===== config.mk =====
export PLATFORM = sky130hd
export DESIGN_NAME = crc_decoder
export DESIGN_NICKNAME = d
export VERILOG_FILES = /design/src/rtl/crc_pkg.sv /design/src/rtl/crc_decoder.sv
export SDC_FILE = /design/constraint.sdc
export NUM_CORES = 1
export LEC_CHECK = 0
export ABC_AREA = 1
export CAP_MARGIN = 20
export CORE_ASPECT_RATIO = 0.7
export CORE_MARGIN = 2
export CORE_UTILIZATION = 30
export DETAILED_ROUTE_END_ITERATION = 8
export PLACE_DENSITY = 0.52
export SLEW_MARGIN = 20
export SYNTH_ARGS = -nofsm -noshare
export SYNTH_HDL_FRONTEND = slang
export SYNTH_SLANG_ARGS = --single-unit

===== constraint.sdc =====
create_clock -name clk -period 1.3 [get_ports clk]
set_input_delay 0.39 -clock clk [delete_from_list [all_inputs] [get_ports clk]]
set_output_delay 0.39 -clock clk [all_outputs]
set_load 0.005 [all_outputs]

===== src/rtl/crc_pkg.sv =====
// Shared CRC definitions: FSM states, default widths and the single GF(2) division step
// used by both the encoder and the decoder.
package crc_pkg;

    typedef enum logic [1:0] {IDLE, CALC, DONE} crc_state_e;

    localparam int CRC_CODEWIDTH = 10;
    localparam int CRC_CRCWIDTH  = 4;
    localparam int CRC_MAX_W     = 32;

    // One long-division step on a width-bit remainder held in the low bits of a
    // CRC_MAX_W container; the generator's leading 1 is implied by the MSB test.
    function automatic logic [CRC_MAX_W-1:0] crc_step(
        input logic [CRC_MAX_W-1:0] rem,
        input logic                 b,
        input logic [CRC_MAX_W-1:0] poly,
        input int                   width
    );
        logic [CRC_MAX_W-1:0] mask;
        logic [CRC_MAX_W-1:0] shifted;
        logic                 msb;
        mask    = {CRC_MAX_W{1'b1}} >> (CRC_MAX_W - width);
        msb     = |(rem & mask & ~(mask >> 1));
        shifted = ((rem << 1) | {{(CRC_MAX_W-1){1'b0}}, b}) & mask;
        if (msb) begin
            shifted = shifted ^ (poly & mask);
        end
        return shifted;
    endfunction

endpackage


===== src/rtl/crc_decoder.sv =====
// Serial CRC checker: divides a received codeword by the generator one bit per clock
// and reports the syndrome, an error flag and the extracted message.
module crc_decoder
    import crc_pkg::*;
#(
    parameter int CODEWIDTH = CRC_CODEWIDTH,
    parameter int CRCWIDTH  = CRC_CRCWIDTH
) (
    input  logic                          clk,
    input  logic                          resetn,
    input  logic                          start,
    input  logic [CODEWIDTH-1:0]          codeword,
    input  logic [CRCWIDTH:0]             genPoly,
    output logic                          ready,
    output logic                          done,
    output logic [CRCWIDTH-1:0]           syndrome,
    output logic                          crc_err,
    output logic [CODEWIDTH-CRCWIDTH-1:0] dataout
);

    localparam int N     = CODEWIDTH - CRCWIDTH;
    localparam int CNT_W = $clog2(N + 1);

    crc_state_e             state_q, state_d;
    logic [CRCWIDTH-1:0]    rem_q, rem_d;
    logic [N-1:0]           sreg_q, sreg_d;
    logic [CRCWIDTH-1:0]    poly_q, poly_d;
    logic [CNT_W-1:0]       cnt_q, cnt_d;
    logic [N-1:0]           dataout_q, dataout_d;
    logic [CRCWIDTH-1:0]    syndrome_q, syndrome_d;
    logic                   crc_err_q, crc_err_d;

    // The generator's top coefficient is always 1 and never read.
    logic unused_poly_msb;
    assign unused_poly_msb = genPoly[CRCWIDTH];

    always_comb begin
        state_d    = state_q;
        rem_d      = rem_q;
        sreg_d     = sreg_q;
        poly_d     = poly_q;
        cnt_d      = cnt_q;
        dataout_d  = dataout_q;
        syndrome_d = syndrome_q;
        crc_err_d  = crc_err_q;
        case (state_q)
            IDLE: begin
                if (start) begin
                    rem_d     = codeword[CODEWIDTH-1 -: CRCWIDTH];
                    sreg_d    = codeword[N-1:0];
                    poly_d    = genPoly[CRCWIDTH-1:0];
                    dataout_d = codeword[CODEWIDTH-1:CRCWIDTH];
                    cnt_d     = '0;
                    state_d   = CALC;
                end
            end
            CALC: begin
                rem_d  = CRCWIDTH'(crc_step({{(CRC_MAX_W-CRCWIDTH){1'b0}}, rem_q},
                                            sreg_q[N-1],
                                            {{(CRC_MAX_W-CRCWIDTH){1'b0}}, poly_q},
                                            CRCWIDTH));
                sreg_d = sreg_q << 1;
                cnt_d  = cnt_q + CNT_W'(1);
                // Results are registered on the final shift so they are valid with done.
                if (cnt_q == CNT_W'(N - 1)) begin
                    syndrome_d = rem_d;
                    crc_err_d  = |rem_d;
                    state_d    = DONE;
                end
            end
            DONE: begin
                state_d = IDLE;
            end
            default: begin
                state_d = IDLE;
            end
        endcase
    end

    always_ff @(posedge clk) begin
        if (!resetn) begin
            state_q    <= IDLE;
            rem_q      <= '0;
            sreg_q     <= '0;
            poly_q     <= '0;
            cnt_q      <= '0;
            dataout_q  <= '0;
            syndrome_q <= '0;
            crc_err_q  <= 1'b0;
        end else begin
            state_q    <= state_d;
            rem_q      <= rem_d;
            sreg_q     <= sreg_d;
            poly_q     <= poly_d;
            cnt_q      <= cnt_d;
            dataout_q  <= dataout_d;
            syndrome_q <= syndrome_d;
            crc_err_q  <= crc_err_d;
        end
    end

    assign ready    = (state_q == IDLE);
    assign done     = (state_q == DONE);
    assign syndrome = syndrome_q;
    assign crc_err  = crc_err_q;
    assign dataout  = dataout_q;

endmodule


**Word level (Yosys, flattened, before mapping)**

Index checks and enable logic that the tools add are counted.

- Output and inout port bits: 13
- Register bits after elaboration: 30
- Logic and storage cells: 34
- Input port bits: 18

- Multiplexer cells: 11
- Reductions and logical operators: 7
- Bitwise logic cells: 2
- Eq/ne operators: 5
- Add/subtract/negate cells: 1

Operators by type and width:

| cell | count |
|---|---|
| 4-bit two-way mux | 3 |
| 6-bit case mux with 2 select lines | 1 |
| 4-bit case mux with 2 select lines | 1 |
| 2-bit AND reduction | 4 |
| 6-bit two-way mux | 1 |
| 3-bit case mux with 2 select lines | 1 |
| 2-bit two-way mux | 2 |
| 2-bit inequality test, second input constant | 2 |
| 4-bit by 1-bit OR with 4-bit output | 1 |
| 2-bit case mux with 2 select lines | 1 |
| 4-bit OR reduction | 1 |
| 4-bit bitwise XOR | 1 |
| 3-bit by 1-bit adder with 3-bit output, second input constant | 1 |
| 3-bit equality test, second input constant | 1 |
| 3-bit two-way mux | 1 |
| 2-bit by 1-bit equality test with 1-bit output, second input constant | 1 |
| 2-bit equality test, second input constant | 1 |
| 2-bit zero test | 1 |
| 2-bit nonzero test | 1 |

**Logic depth before layout (Yosys ltp)**

- Word-level depth: 5
- Gate-level depth with buffers: 7
- Gate-level depth less buffers: 7

**Worst setup path before layout**

No wires, ideal clock.

- Path type: reg2reg
- Start: reg cnt_q[1]
- End: reg cnt_q[1]
- Cell stages (with the launch flop): 5
- Setup slack: 0.235 ns
- Setup time: 0.070 ns
- Arrival: 0.995 ns
- Data required time: 1.230 ns
- Clock period less this slack: 1.065 ns
- Path buffers: 0
- Cells stage by stage: dfxtp_1 -> inv_1 -> ha_1 -> or2_2 -> a21oi_1

- Cells in the longest elaborated chain, start to end: 2

RTL lines:

| item | line | text |
|---|---|---|
| from (decl) | crc_decoder.sv:28 | `logic [CNT_W-1:0] cnt_q, cnt_d;` |
| from (signal assigned) | crc_decoder.sv:95 | `cnt_q <= cnt_d;` |
| 3-bit by 1-bit adder with 3-bit output | crc_decoder.sv:63 | `cnt_d = cnt_q + CNT_W'(1);` |
| 3-bit case mux with 2 select lines | crc_decoder.sv:46 | `case (state_q)` |

Every way passes these cells.
A chain may end at the register's enable or synchronous reset.

**Worst setup path after layout**

- Start: reg state_q[1]
- End: out done

- Cells in the longest elaborated chain, start to end: 1

RTL lines:

| item | line | text |
|---|---|---|
| from (decl) | crc_decoder.sv:24 | `crc_state_e state_q, state_d;` |
| from (signal assigned) | crc_decoder.sv:91 | `state_q <= state_d;` |
| 2-bit equality test | crc_decoder.sv:103 | `assign done = (state_q == DONE);` |
| to (decl) | crc_decoder.sv:15 | `output logic done,` |

Every way passes these cells.

==> impl_metrics.tcl <==
set metrics [dict create \
    hold_class "flop to flop" \
    clock_path_buffers 2 \
    ys_seq_area_share_pct 47.52 \
    timing_hold_violations_final 0 \
    crit_path_end_kind "primary output" \
    yosys_warnings 0 \
    peakVddDrop_mv 0.7442 \
    fin_cells 269 \
    drc_errors 0 \
    avgSynthCellArea_sq_um 7.390 \
    synth_area_leaders "dfxtp_1 (48%), nand2_1 (14%), nand3_1 (9.1%)" \
    synth-seq-cells 30 \
    dp_cells 260 \
    fin_skew_ns 0.003919 \
    n_antenna_cell 0 \
    cts_buffers 5 \
    p_per_area_nw_per_um2 1195 \
    die-area_sq_um 4756 \
    ys_types 19 \
    p_sw_w 0.0005031 \
    cts_tree "yes" \
    period_needed_ns 1.266 \
    clkPwrFrac_pct 39.9 \
    seqPwrFrac_pct 46.5 \
    ant_nets 0 \
    grt_pass1_vias 1194 \
    synth_top_area_share_pct 47.52 \
    core_area_sq_um 3970 \
    area_growth_pct 42.77 \
    comb_power_share_pct 13.6 \
    netlist_instances 171 \
    grt_pass1_wl_um 5250 \
    setup_slack_ns 0.03365 \
    dpl_worst_slack_ns -0.2179 \
    p_total_w 0.002155 \
    fin_nets 236 \
    setup_viol 0 \
    worstPathArrival_ns 0.88 \
    p_leak_nw 0.8071 \
    synthesis.nets 191 \
    rows 19 \
    dp_hpwl_um 2323 \
    gp_congestion 0.7785 \
    initial_utilization_pct 31.83 \
    die_h_um 58.30 \
    first_iter_violations 48 \
    num_io_pins 31 \
    internal_power_w 0.001652 \
    setup_tns_ns 0 \
    avgViaCountPerCell 4.561 \
    tightest_slew_ns 0.4644 \
    synth_top_cell_by_area "dfxtp_1" \
    root_buffer "clkbuf_8" \
    wl_per_cell_um 11.12 \
    grt_overflow 0 \
    switching_share_pct 23.34 \
    route.vias.total 1227 \
    clkLatencyLatePin_ns 0.27 \
    port-buffer-count 29 \
    syn_area_sq_um 1264 \
    die_x_um 81.58 \
    drt-pass1-iter-count 4 \
    crit_type "flop to primary output" \
    max_slew_margin_pct 69.01 \
    cap_viol_max_count 0 \
    outcome "completed" \
    rsz0062_at_grt "true" \
    crit_path_start_kind "flop" \
    h-tree-depth 2 \
    antenna_found_initial 0 \
    path_max_fanout 3 \
    path_clk_slew_ns 0.06 \
    fin_crit_sh_pct 97.41 \
    grt.total_usage_pct 14.25 \
    cts_num_sinks 30 \
    drv_slew 0 \
    drt_wl_total_um 2991 \
    layout-drive-gt1-share_pct 18.43 \
    grt_max_degree 16 \
    required_ns 0.91 \
    max_freq_mhz 789.7 \
]
## power groups by stage
stage	combinational, W	clock, W	sequential (W)
2_1_floorplan	0.000150	0	0.00102
3_3_place_gp	0.000298	0	0.00102
3_5_place_dp	0.000301	0	0.00102
4_1_cts	0.000293	0.000899	0.00100
5_1_grt	0.000331	0.000948	0.00101
6_report	0.000293	0.000861	0.00100
## cell families after synthesis
kind of cell / count (synthesis) / synth area share, %
AND/OR/NAND/NOR: 90 / 30.99
flip-flops: 30 / 47.53
AO/OA/AOI/OAI: 27 / 11.49
buffers and inverters: 22 / 8.019
adder cells (fa/ha/maj): 2 / 1.980
## per-layer routing
layer | track usage [%] | up-vias | wire (um)
met5 | 0 | - | 0
met1 | 18.98 | 545 | 1487
li1 | - | 642 | -
met3 | 4.294 | 3 | 176
met2 | 23.07 | 37 | 1318
met4 | 3.095 | 0 | 8
## critical path: stages, from the launching register on
cell	delay (ns)
dfxtp_4	0.37
inv_2	0.04
nor2_1	0.08
buf_2	0.11
## through the flow
step / hold WS [ns] / util [%] / area, sq um
3_5_place_dp: 0.4551 / 42.70 / 1695
3_3_place_gp: 0.4498 / 42.70 / 1695
4_1_cts: 0.4649 / 45.07 / 1789
6_report: 0.4577 / 45.45 / 1804
5_1_grt: 0.4856 / 45.45 / 1804
2_1_floorplan: 0.4355 / - / 1264
## worst paths after layout
path                    from     endpoint  slack [ns]  cells past startpoint
setup / recovery  state_q[1]         done        0.03                      3
hold / removal    dataout[1]   dataout[1]        0.46                      2
setup reg to reg    cnt_q[1]  syndrome[3]        0.14                      6
hold reg to reg   dataout[1]   dataout[1]        0.46                      2
## cell type report
class	count	area (sq um)
well taps	52	65.06
flip-flops and latches	30	609.3
multi-input cells	119	561.8
repair buffers	44	395.4
inverters	16	62.56
clock buffers	8	110.1
fillers	419	2166
## Yosys cell counts
library cell,number
clkbuf_1,1
o21ai_0,7
o21ai_2,1
a31oi_1,5
dfxtp_1,30
inv_1,14
ha_1,2
inv_2,2
nor2_1,13
buf_2,3
buf_6,2
nor2_4,2
nand2_1,48
o21ai_1,2
nand3_1,23
a21oi_1,12
nor2_2,1
nand2_2,2
or2_2,1
## what timing repair did
| action | 4_1_cts | 5_1_grt |
|---|---|---|
| gates resized for setup | 24 | 4 |
| pin swaps | 0 | 1 |
| setup endpoints to repair | 13 | 10 |
| gates cloned | 0 | 0 |
| hold buffers | 0 | 0 |
| setup buffers | 0 | 1 |
## registers in the layout (all words and copies together), names as in the netlist
| register | cells |
|---|---|
| sreg_q | 6 |
| crc_err | 1 |
| rem_q | 4 |
| cnt_q | 3 |
| dataout | 6 |
| poly_q | 4 |
| state_q | 2 |
| syndrome | 4 |
## cell usage in the layout (no fill, tap or decap)
cell,synthesis,layout
inv_1,14,13
dfxtp_1,30,25
buf_6,2,1
o21ai_2,1,1
or2_2,1,1
a21oi_1,12,12
dlygate4sd2_1,0,11
ha_1,2,2
nand2_2,2,2
clkdlybuf4s50_1,0,16
buf_2,3,2
buf_4,0,13
inv_2,2,2
nor2_1,13,13
o21ai_0,7,7
nor2_2,1,1
nand2_1,48,48
nand3_1,23,23
inv_4,0,1
dfxtp_4,0,1
dfxtp_2,0,4
o21ai_1,2,2
a31oi_1,5,5
nor2_4,2,2
buf_12,0,1
clkbuf_8,0,8
(Power assumes the default switching activity.)
